===== src/rtl/score_disp_pkg.sv =====
// Shared types and constants for the score-to-BCD display sequencer.
package score_disp_pkg;

  typedef enum logic [1:0] {
    IDLE,
    LOAD,
    SHIFT,
    COMMIT
  } state_t;

  localparam int BCD_DIGITS  = 3;
  localparam int DIGIT_W     = 4;
  localparam int BCD_W       = BCD_DIGITS * DIGIT_W;
  localparam int ADD3_THRESH = 5;

  // Per-digit enables {hund, tens, ones}; ones is always lit so a score of 0 shows "0".
  function automatic logic [2:0] lz_mask(input logic [BCD_W-1:0] bcd, input bit blank);
    logic hund_nz;
    logic tens_nz;
    hund_nz = |bcd[11:8];
    tens_nz = |bcd[7:4];
    if (!blank) return 3'b111;
    return {hund_nz, hund_nz | tens_nz, 1'b1};
  endfunction

endpackage


===== src/rtl/bcd_add3.sv =====
// One double-dabble correction cell: nibbles of 5 or more get +3 before the shift.
module bcd_add3
  import score_disp_pkg::*;
(
  input  logic [DIGIT_W-1:0] nibble,
  output logic [DIGIT_W-1:0] adj
);

  assign adj = (nibble >= DIGIT_W'(ADD3_THRESH)) ? nibble + DIGIT_W'(3) : nibble;

endmodule


===== src/rtl/score_bcd_sequencer.sv =====
// Iterative binary-to-BCD converter for the score display, with leading-zero
// blanking and a game-over blink applied to the registered digit enables.
module score_bcd_sequencer
  import score_disp_pkg::*;
#(
  parameter int SCORE_W   = 8,
  parameter int WRAP_AT   = 251,
  parameter int BLINK_DIV = 25000000,
  parameter int BLANK_LZ  = 1
) (
  input  logic               clk,
  input  logic               resetn,
  input  logic [SCORE_W-1:0] score_in,
  input  logic               score_valid,
  output logic               score_ready,
  input  logic               game_over,
  output logic [BCD_W-1:0]   bcd_out,
  output logic [2:0]         digit_en,
  output logic               wrapped,
  output logic               busy,
  output logic               done
);

  localparam int CNT_W   = (SCORE_W > 1) ? $clog2(SCORE_W) : 1;
  localparam int BLINK_W = (BLINK_DIV > 1) ? $clog2(BLINK_DIV) : 1;
  localparam logic [2:0] MASK_RST = (BLANK_LZ != 0) ? 3'b001 : 3'b111;

  // Three BCD digits hold at most 999; wider scores could overflow silently.
  if (SCORE_W > 9 || SCORE_W < 1) begin : g_bad_width
    $error("score_bcd_sequencer: SCORE_W must be 1..9");
  end

  state_t               state;
  state_t               state_next;
  logic [SCORE_W-1:0]   bin_sr;
  logic [BCD_W-1:0]     bcd_sr;
  logic [BCD_W-1:0]     bcd_adj;
  logic [CNT_W-1:0]     bit_cnt;
  logic                 wrap_pend;
  logic [2:0]           mask;
  logic [2:0]           mask_d;
  logic [BLINK_W-1:0]   blink_cnt;
  logic [BLINK_W-1:0]   blink_cnt_d;
  logic                 blink_on;
  logic                 blink_on_d;
  logic                 accept;
  logic                 wrap_hit;

  assign score_ready = (state == IDLE);
  assign busy        = (state != IDLE);
  assign accept      = score_valid & score_ready;
  assign wrap_hit    = 32'(score_in) >= 32'(WRAP_AT);

  for (genvar i = 0; i < BCD_DIGITS; i++) begin : g_add3
    bcd_add3 u_add3 (
      .nibble (bcd_sr[i*DIGIT_W +: DIGIT_W]),
      .adj    (bcd_adj[i*DIGIT_W +: DIGIT_W])
    );
  end

  // NOTE: sequential state uses non-blocking assignments so every register
  // samples pre-edge values regardless of statement order.
  always_ff @(posedge clk or negedge resetn) begin
    if (!resetn) state <= IDLE;
    else         state <= state_next;
  end

  // NOTE: every combinational output gets a default first, so no path through
  // the case statement can leave a value unassigned and infer a latch.
  always_comb begin
    state_next = state;
    unique case (state)
      IDLE:    if (accept) state_next = LOAD;
      LOAD:    state_next = SHIFT;
      SHIFT:   if (bit_cnt == '0) state_next = COMMIT;
      COMMIT:  state_next = IDLE;
      default: state_next = IDLE;
    endcase
  end

  // Mask follows each commit; blink phase runs independently of commits.
  always_comb begin
    mask_d      = mask;
    blink_cnt_d = blink_cnt;
    blink_on_d  = blink_on;
    if (state == COMMIT) mask_d = lz_mask(bcd_sr, BLANK_LZ != 0);
    if (!game_over) begin
      blink_cnt_d = '0;
      blink_on_d  = 1'b1;
    end else if (blink_cnt == BLINK_W'(BLINK_DIV - 1)) begin
      blink_cnt_d = '0;
      blink_on_d  = ~blink_on;
    end else begin
      blink_cnt_d = blink_cnt + BLINK_W'(1);
    end
  end

  always_ff @(posedge clk or negedge resetn) begin
    if (!resetn) begin
      bin_sr    <= '0;
      bcd_sr    <= '0;
      bit_cnt   <= '0;
      wrap_pend <= 1'b0;
      bcd_out   <= '0;
      wrapped   <= 1'b0;
      done      <= 1'b0;
      mask      <= MASK_RST;
      digit_en  <= MASK_RST;
      blink_cnt <= '0;
      blink_on  <= 1'b1;
    end else begin
      done      <= 1'b0;
      mask      <= mask_d;
      blink_cnt <= blink_cnt_d;
      blink_on  <= blink_on_d;
      digit_en  <= blink_on_d ? mask_d : 3'b000;
      unique case (state)
        IDLE: begin
          if (accept) begin
            bin_sr    <= wrap_hit ? '0 : score_in;
            wrap_pend <= wrap_hit;
          end
        end
        LOAD: begin
          bcd_sr  <= '0;
          bit_cnt <= CNT_W'(SCORE_W - 1);
        end
        SHIFT: begin
          // The hundreds carry-out is always 0 for SCORE_W <= 9, so it is dropped.
          bcd_sr  <= BCD_W'({bcd_adj, bin_sr[SCORE_W-1]});
          bin_sr  <= bin_sr << 1;
          bit_cnt <= bit_cnt - CNT_W'(1);
        end
        COMMIT: begin
          bcd_out <= bcd_sr;
          wrapped <= wrap_pend;
          done    <= 1'b1;
        end
        default: ;
      endcase
    end
  end

endmodule

===== config.mk =====
export PLATFORM = sky130hd
export DESIGN_NAME = score_bcd_sequencer
export DESIGN_NICKNAME = d
export VERILOG_FILES = /design/src/rtl/score_disp_pkg.sv /design/src/rtl/bcd_add3.sv /design/src/rtl/score_bcd_sequencer.sv
export SDC_FILE = /design/constraint.sdc
export NUM_CORES = 1
export LEC_CHECK = 0
export ABC_AREA = 1
export CAP_MARGIN = 40
export CORE_UTILIZATION = 40
export CTS_CLUSTER_SIZE = 8
export DETAILED_ROUTE_END_ITERATION = 16
export GPL_ROUTABILITY_DRIVEN = 0
export PLACE_DENSITY = 0.64
export SETUP_SLACK_MARGIN = 0.05
export SYNTH_ARGS = -nofsm -noshare
export SYNTH_HDL_FRONTEND = slang
export SYNTH_HIERARCHICAL = 1
export SYNTH_SLANG_ARGS = --single-unit

===== constraint.sdc =====
create_clock -name clk -period 1.7 [get_ports clk]
set_input_delay 0.17 -clock clk [delete_from_list [all_inputs] [get_ports clk]]
set_output_delay 0.17 -clock clk [all_outputs]
set_load 0.05 [all_outputs]

== Word-level counts from Yosys, hierarchy flattened ==
Index checks and enable logic that the tools add are counted.
W data, S select, Z words.

* Input port bits: 12
* Logic and storage cells: 58
* Register bits after elaboration: 72

* Reductions and logical operators: 10
* Equality and inequality tests: 6
* Multiplexer cells: 18
* Bitwise operators: 3
* Magnitude comparators: 4
* Add/subtract/negate cells: 5

{| class="wikitable"
|+ Operator list
! operator !! count
|-
| $mux W25 || 2
|-
| $add A25 B1 Y25 const B || 1
|-
| $eq A25 B25 Y1 const B || 1
|-
| $pmux W12 S2 || 1
|-
| $mux W8 || 2
|-
| $pmux W8 S2 || 1
|-
| $ge A4 B3 Y1 const B || 3
|-
| $mux W3 || 3
|-
| $add A4 B2 Y4 const B || 2
|-
| $ge A8 B8 Y1 const B || 1
|-
| $mux W4 || 2
|-
| $pmux W2 S4 || 1
|-
| $reduce_or A4 Y1 || 2
|-
| $pmux W3 S2 || 1
|-
| $reduce_and A2 Y1 || 3
|-
| $reduce_bool A2 Y1 || 3
|-
| $eq A2 B2 Y1 const B || 2
|-
| $mux W2 || 2
|-
| $add A3 B2 Y3 const B || 1
|-
| $logic_not A3 Y1 || 1
|-
| $mux W1 || 3
|-
| $sub A3 B1 Y3 const B || 1
|-
| $eq A2 B1 Y1 const B || 1
|-
| $logic_not A2 Y1 || 1
|-
| 5 further kinds || 5
|}

== Longest topological paths before layout ==
Gate-level depths: netlist (run 1).

* Word-level depth: 4
* Gate-level depth with buffers: 10

== Hierarchy ==
Netlist (run 1), hierarchy kept.

{| class="wikitable"
|+ Modules (own cells, without submodules)
! module !! cells an instance !! area each (µm²) !! times used !! sequential area each (µm²)
|-
| score_bcd_sequencer || 403 || 3316.9 || 1 || 1805.5
|-
| bcd_add3 || 23 || 135.1 || 3 || 0.0
|}

== Worst setup path before layout (run 1) ==
Ideal clock, no wire load.

* Path kind: register to register
* From: reg state[0]
* To: reg state[0]
* Data required time: 1.553 ns
* Cell stages (with the launch flop): 6
* Period minus slack after synthesis: 1.869 ns
* Arrival: 1.722 ns
* Slack: -0.169 ns
* Path through: dfrtp_1 > inv_1 > ha_1 > inv_1 > o22ai_1 > a22oi_1

* Longest elaborated chain between the ends: 4

{| class="wikitable"
|+ RTL lines
! item !! RTL line !! text
|-
| start: declaration || score_bcd_sequencer.sv:33 || <nowiki>state_t state;</nowiki>
|-
| start signal: assignment || score_bcd_sequencer.sv:65 || <nowiki>else state <= state_next;</nowiki>
|-
| $logic_not A2 Y1 (*) || score_bcd_sequencer.sv:49 || <nowiki>assign score_ready = (state == IDLE);</nowiki>
|-
| net score_ready || score_bcd_sequencer.sv:15 || <nowiki>output logic score_ready,</nowiki>
|-
| $and A1 B1 Y1 || score_bcd_sequencer.sv:51 || <nowiki>assign accept = score_valid & score_ready;</nowiki>
|-
| $ne A2 B1 Y1 (no source line) || -- ||
|-
| $reduce_and A2 Y1 (no source line) || -- ||
|}

Mark *: on every way through the listed nets, which the timed path passes. The rest lies on a longest branch.
A chain may end at the register's enable or synchronous reset.

== Final worst setup path (run 1) ==
* From: reg blink_cnt[0]
* To: reg blink_cnt[20]

* Longest elaborated chain between the ends: 3

{| class="wikitable"
|+ RTL lines
! item !! RTL line !! text
|-
| start: declaration || score_bcd_sequencer.sv:42 || <nowiki>logic [BLINK_W-1:0] blink_cnt;</nowiki>
|-
| start signal: assignment || score_bcd_sequencer.sv:114 || <nowiki>blink_cnt <= blink_cnt_d;</nowiki>
|-
| $add A25 B1 Y25 or $eq A25 B25 Y1 (tied branches) || score_bcd_sequencer.sv:94, score_bcd_sequencer.sv:90 ||
|-
| $mux W25 (*) || score_bcd_sequencer.sv:90 || <nowiki>end else if (blink_cnt == BLINK_W'(BLINK_DIV - 1)) begin</nowiki>
|-
| $mux W25 (*) || score_bcd_sequencer.sv:87 || <nowiki>if (!game_over) begin</nowiki>
|-
| net blink_cnt_d[20] || score_bcd_sequencer.sv:43 || <nowiki>logic [BLINK_W-1:0] blink_cnt_d;</nowiki>
|}

Marks and branches as above.

==> results of run 1 <==
## worst max-delay path, cell delays in order (launching register included)
cell and delay, ns:
sky130_fd_sc_hd__dfrtp_1 0.38, sky130_fd_sc_hd__ha_2 0.20, sky130_fd_sc_hd__nand2_1 0.09, sky130_fd_sc_hd__nor2_2 0.15, sky130_fd_sc_hd__nand2_1 0.09, sky130_fd_sc_hd__nor2_2 0.12, sky130_fd_sc_hd__nand2_2 0.09, sky130_fd_sc_hd__nand2_4 0.12
sky130_fd_sc_hd__inv_4 0.08, sky130_fd_sc_hd__nand2_1 0.07, sky130_fd_sc_hd__nor2_1 0.04
## layer usage
| layer | track usage | routed length (um) | vias to the layer above |
|---|---|---|---|
| met1 | 0.215 | 3600 | 1445 |
| li1 | - | - | 1575 |
| met3 | 0.0387 | 263 | 10 |
| met4 | 0.0629 | 87 | 0 |
| met2 | 0.283 | 3490 | 45 |
| met5 | 0 | 0 | - |
## area by class of cell
type | instances | area [um^2]
Clock buffer | 10 | 128
Clock inverter | 6 | 45.0
Fill cell | 878 | 4430
Inverter | 62 | 235
Multi-Input combinational cell | 327 | 1660
Sequential cell | 72 | 1810
Tap cell | 108 | 135
Timing Repair Buffer | 43 | 408
## power by group through the flow
stage	clock network (mW)	logic (mW)	registers, mW
floorplan	0	0.979	2.33
global placement	0	1.83	2.13
detailed placement	0	1.87	2.13
CTS	1.24	1.84	2.10
global route	1.31	2.08	2.14
finish	1.21	1.89	2.10
## state kept, by name, summed over array words and instances (netlist names)
| register | cells |
|---|---|
| blink_on | 1 |
| state | 2 |
| done | 1 |
| wrapped | 1 |
| wrap_pend | 1 |
| digit_en | 3 |
| bin_sr | 8 |
| blink_cnt | 25 |
| mask | 3 |
| bit_cnt | 3 |
| bcd_out | 12 |
| bcd_sr | 12 |
## final timing paths
path / from / endpoint / slack [ns] / depth (start not counted)
worst max register to register: blink_cnt[0] / blink_cnt[20] / 0.17 / 10
min in group clk: score_in[3] / bin_sr[3] / 0.43 / 3
worst min register to register: wrapped / wrapped / 0.48 / 2
worst min-delay path: resetn / done / 0.38 / 3
worst max-delay path: blink_cnt[0] / blink_cnt[20] / 0.17 / 10
max in group asynchronous: resetn / digit_en[0] / 0.98 / 3
## what timing repair did
action,CTS,global route
gates resized for setup,14,7
hold endpoints to repair,69,0
setup buffers,0,5
endpoints found under the setup margin,14,19
pin swaps,0,2
hold buffers,1,0
## placed cells by master (no fill, tap or decap), drive strengths merged, types with 6 or more instances in the layout
cell           count
ha                12
inv               63
a21oi             18
clkbuf            10
o21ai             40
dlygate4sd2       14
xor2               6
buf               17
dfrtp             69
nor2              86
nand2            120
nand4              6
clkdlybuf4s50     10
nand3             24
## stage by stage
stage	hold WS, ns	setup TNS (ns)
floorplan	-0.126	0
global placement	0.234	0
detailed placement	0.231	0
CTS	0.385	0
global route	0.412	-0.0279
finish	0.379	0
==> reports/results.env, run 1 <==
SLEW_VIOL_FINAL=0
WORST_SETUP_PATH_END_KIND='register'
CRITICAL_PATH_SOURCE_TYPE='register'
INTERNAL_POWER_mW=3.16
TOP_LEVEL_PORTS=31
FINALNONFILLERCELLS=628
TIGHTEST_SLEW_NS=0.498
CTS.REPORTEDPATHS.CLKPINSLEW_NS=0.08
CTS_HTREE_LEVELS=3
WORSTPATHREQUIRED_NS=1.94
SETUP_CLOCK_SKEW_AFTER_LAYOUT_NS=0.00972
NUM_ROWS=34
CLOCK_TREE.ROOT_CELL='sky130_fd_sc_hd__clkbuf_8'
MAPPEDNETLISTAREA_UM2=3700
RUN_STATUS='finished with violations'
END_OF_FLOW_CORE_UTILIZATION=0.500
DRC=1
SHARE_OF_POST_ROUTE_CELLS_WITH_DRIVE_STRENGTH_ABOVE_1=0.135
PLACEMENT.IO_BUFFERS=30
VIAS=3075
CTS_BUFFER_DEPTH=2
ANTENNA_CELLS=0
CTS_BUF_COUNT=9
CLOCK_TREE_FROM_TRITONCTS='built'
SLEW_HEADROOM=0.667
FINAL_CELL_AREA_UM2=4420
POSTPLACECELLAREA_UM2=4190
GRT_ANTENNA_BEFORE_REPAIR=0
GR-USAGE-ALL-LAYERS=0.170
YOSYS_WARNINGS=6
WORSTPATHMAXFANOUT=10
PLACE_HPWL_UM=5350
FINALPOWER_mW=5.19
POSTROUTEWIRELENGTH_UM=7440
POWER.NET_SWITCHING_mW=2.03
SETUP_WS_NS=0.165
TOTAL_LEAKAGE_POWER_nW=2.06
POSTSYNTHCELLCOUNT=467
WORST_IR_DROP_VDD_V=0.00101
FINAL-HOLD-VIOLATION-COUNT=0
HP-CLASS='primary input to async pin'
LAYOUT_NETS=539
SWSHARE=0.391
CLOCK_POWER_SHARE=0.232
INITIAL_UTILIZATION=0.418
SYN_AREA_PER_CELL_UM2=7.91
ROUTEDWLPERCELL_UM=11.8
ANT_NETS=0
MAX-CAP-VIOLATIONS=0
FLOORPLAN.DIE.HEIGHT_UM=98.1
POST-ROUTE-MIN-PERIOD_NS=1.53
DIE-AREA_UM2=9630
FINALSETUPVIOLCOUNT=0
SYNTH.NET_COUNT=491
AVGVIACOUNTPERCELL=4.90
GRT_OVERFLOW_TOTAL=0
PWR-SHARE-SEQ=0.404
DIE_X_UM=98.1
AREA_GROWTH_SYN_TO_LAYOUT_PCT=19.6
POWER.SHARE.COMBINATIONAL=0.364
WORSTSKEWPAIRLATENCY_NS=0.34
WORSTPATHARRIVAL_NS=1.77
GRT_FIRST_PASS_WIRELENGTH_UM=13000
DRT_ITER0_MARKERS=145
GRT_MAX_DEGREE=73
DRT-PASS1-ITER-COUNT=10
CTS_SINKS=72
GRT_SETUP_UNREPAIRED='true'
FAILED_CHECKS='design-rule violations'
PLACEDCELLCOUNT=606
POWERDENSITY_nW_PER_UM2=1180
CORE_REGION_UM2=8850
FIRST_GLOBAL_VIAS=2979
FMAXACHIEVABLE_GHz=0.652
CRIT_SHARE_POST_ROUTE=0.903
SETUP.WORST_PATH.CLASS='register to register'
DPL_WORST_SLACK_NS=0.126
No activity file was read; power rests on OpenSTA's default activity.
==> inputs of run 2 (changes only) <==
--- a/config.mk
+++ b/config.mk
@@ -7,6 +7,7 @@
 export LEC_CHECK = 0
 export ABC_AREA = 1
 export CAP_MARGIN = 40
+export CORE_MARGIN = 8
 export CORE_UTILIZATION = 40
 export CTS_CLUSTER_SIZE = 8
 export DETAILED_ROUTE_END_ITERATION = 16
==> run 2 against run 1 <==
The run now ends clean. Register-to-register slack got worse by 0.05 ns. Critical path depth did not move. Flip-flop and latch count did not move. Core utilization barely moved. Via count fell by 0.98%. Sequential share of layout area fell by 1.2 points. Clock power rose by 36%. Hold slack got worse by 0.046 ns. Worst setup slack got worse by 0.051 ns. Sequential power barely moved. Total power rose by 8.2%. Largest cell class unchanged.
==> reports/results.env, run 2 (same netlist as run 1, synthesis figures left out) <==
WORSTPATHMAXFANOUT=10  # unchanged
MAX-CAP-VIOLATIONS=0  # unchanged
SLEW_VIOL_FINAL=0  # unchanged
HOLD_SLACK_NS=0.333  # -0.0464 ns
LAYOUT_COMMONEST_CELL='sky130_fd_sc_hd__nand2_1'
CTS_HTREE_LEVELS=3  # unchanged
POWERDENSITY_nW_PER_UM2=1240  # +5.1%
WORST_IR_DROP_VDD_V=0.00111  # +10%
GRT_ANTENNA_BEFORE_REPAIR=0  # unchanged
WORST_SETUP_PATH_END_KIND='register'
INITIAL_UTILIZATION=0.406  # -0.0119
CPPEAKSTAGEDELAY_NS=0.38  # about the same
SLEW_HEADROOM=0.652  # -0.0155
GRT_FIRST_PASS_WIRELENGTH_UM=14100  # +8.3%
SHARE_OF_POST_ROUTE_CELLS_WITH_DRIVE_STRENGTH_ABOVE_1=0.162  # +0.0270
CTS_BUF_COUNT=9  # unchanged
DIE_X_UM=112  # +14%
FINAL_CELL_MIX='sky130_fd_sc_hd__nand2_1 (114), sky130_fd_sc_hd__nor2_1 (74), sky130_fd_sc_hd__dfrtp_1 (69)'
ANT_NETS=0  # unchanged
DPL_WORST_SLACK_NS=0.135  # +0.00956 ns
SETUP_WS_NS=0.114  # -0.0514 ns
AVGVIACOUNTPERCELL=4.78  # -2.4%
FINALNONFILLERCELLS=637  # +1.4%
CTS.REPORTEDPATHS.CLKPINSLEW_NS=0.08  # about the same
TOP_REGISTER_BY_NUMBER_OF_FLIP_FLOPS='blink_cnt'
DRT_ITER0_MARKERS=80  # -45%
AREA_GROWTH_SYN_TO_LAYOUT_PCT=23.1
VIAS=3045  # -0.98%
FMAXACHIEVABLE_GHz=0.630  # -3.2%
NUM_ROWS=35  # +2.9%
TOP_REGS='blink_cnt (25), bcd_out (12), bcd_sr (12)'
WORSTPATHCELLLIST='ha_2, nand2_1, nor2_4, nand2_2, nor2_2, nand2_2, nand2_4, inv_4, nand2_1, nor2_1'
POSTROUTEWIRELENGTH_UM=8020  # +7.8%
ROUTEDWLPERCELL_UM=12.6  # +6.2%
WORSTPATHREQUIRED_NS=1.93  # about the same
HP-CLASS='primary input to async pin'
TIGHTEST_SLEW_NS=0.522  # +0.0241 ns
POST-ROUTE-MIN-PERIOD_NS=1.59  # +0.0514 ns
CRITICAL_PATH_SOURCE_TYPE='register'
CRITPATHTOPFAMILY='simple AND/OR/NAND/NOR gates'
WORSTSKEWPAIRLATENCY_NS=0.34  # about the same
CLOCK_TREE_FROM_TRITONCTS='built'
RUN_STATUS='completed'
PLACEMENT.IO_BUFFERS=30  # unchanged
TOTAL_LEAKAGE_POWER_nW=2.12  # +2.8%
FIRST_GLOBAL_VIAS=3170  # +6.4%
CPMAXSTAGEDELAYCELL='sky130_fd_sc_hd__dfrtp_1'
DRT-PASS1-ITER-COUNT=4  # -6
GRT_OVERFLOW_TOTAL=0  # unchanged
FINALSETUPVIOLCOUNT=0  # unchanged
CTS_BUFFER_DEPTH=2  # unchanged
DRC=0  # -1
SETUP_CLOCK_SKEW_AFTER_LAYOUT_NS=0.00834  # -0.00139 ns
GRT_SETUP_UNREPAIRED='true'
FINAL-HOLD-VIOLATION-COUNT=0  # unchanged
CRIT_SHARE_POST_ROUTE=0.933  # +0.0302
CORE_REGION_UM2=9110  # +2.9%
PLACE_HPWL_UM=5940  # +11%
LAYOUT_NETS=545  # +1.1%
CLOCK_TREE.ROOT_CELL='sky130_fd_sc_hd__clkbuf_8'
SETUP.WORST_PATH.CLASS='register to register'
LARGEST_REG_FLOPS=25  # unchanged
TOP_LEVEL_PORTS=31  # unchanged
GRT_MAX_DEGREE=25  # -66%
ANTENNA_CELLS=0  # unchanged
PLACEDCELLCOUNT=614  # +1.3%
CTS_SINKS=72  # unchanged
DIE-AREA_UM2=12600  # +31%
WORSTPATHARRIVAL_NS=1.82  # +0.05 ns
CRITICAL_PATH.N_BUFFERS_INVERTERS=1  # unchanged
FLOORPLAN.DIE.HEIGHT_UM=112  # +14%
GR-USAGE-ALL-LAYERS=0.136  # -0.0334
## run 2: cell count changes in the layout (fill, tap and decap cells not counted), sizes merged
cell and change:
buf +12, bufinv +3, clkbuf +1, clkinvlp -3, dlygate4sd2 -5, dlymetal6s2s -1
inv -1
## run 2: worst paths after layout
check | slack (ns) | startpoint | cells after the start | endpoint
worst max-delay path | 0.11 | blink_cnt[0] | 10 | blink_cnt[17]
worst min-delay path | 0.33 | resetn | 2 | blink_cnt[15]
worst max register to register | 0.11 | blink_cnt[0] | 10 | blink_cnt[17]
worst min register to register | 0.48 | bcd_out[6] | 2 | bcd_out[6]
max in group asynchronous | 0.78 | resetn | 3 | bcd_out[7]
min in group clk | 0.43 | score_in[4] | 3 | bin_sr[4]
## run 2: final cells by class
cell class / instances / area (um^2)
clock buffer: 11 / 141
clock inverter: 5 / 104
sequential: 72 / 1810
tap: 111 / 139
timing repair buffer: 49 / 454
inverter: 62 / 235
multi-input combinational: 327 / 1670
fill: 874 / 4560
## run 2: repair_timing
| action | 4_1_cts | 5_1_grt |
|---|---|---|
| setup endpoints to repair | 9 | 20 |
| endpoints found under the hold margin | 16 | 0 |
| gates resized for setup | 9 | 9 |
| buffers inserted | 0 | 6 |
| hold buffers | 1 | 0 |
| pin swaps | 0 | 0 |
## run 2: routing by layer
metal  wire length, um  track usage  share of wire
met5                 0            0              0
met1              3510        0.152           0.44
met2              4090        0.235           0.51
met3               280       0.0354          0.035
met4               136       0.0701          0.017
## run 2: power by group
| part | internal [mW] | total [mW] | switching [mW] |
|---|---|---|---|
| sequential | 1.96 | 2.10 | 0.139 |
| combinational | 0.660 | 1.87 | 1.21 |
| clock | 1.02 | 1.64 | 0.627 |
| total | 3.64 | 5.62 | 1.98 |
## run 2: per-stage QoR
step	power (mW)	util	TNS (ns)	area, um^2
floorplan	3.31	-	0	3700
global placement	3.97	0.464	0	4220
detailed placement	4.01	0.464	0	4220
CTS	5.68	0.491	0	4470
global route	5.97	0.500	-0.0105	4550
finish	5.62	0.500	0	4550
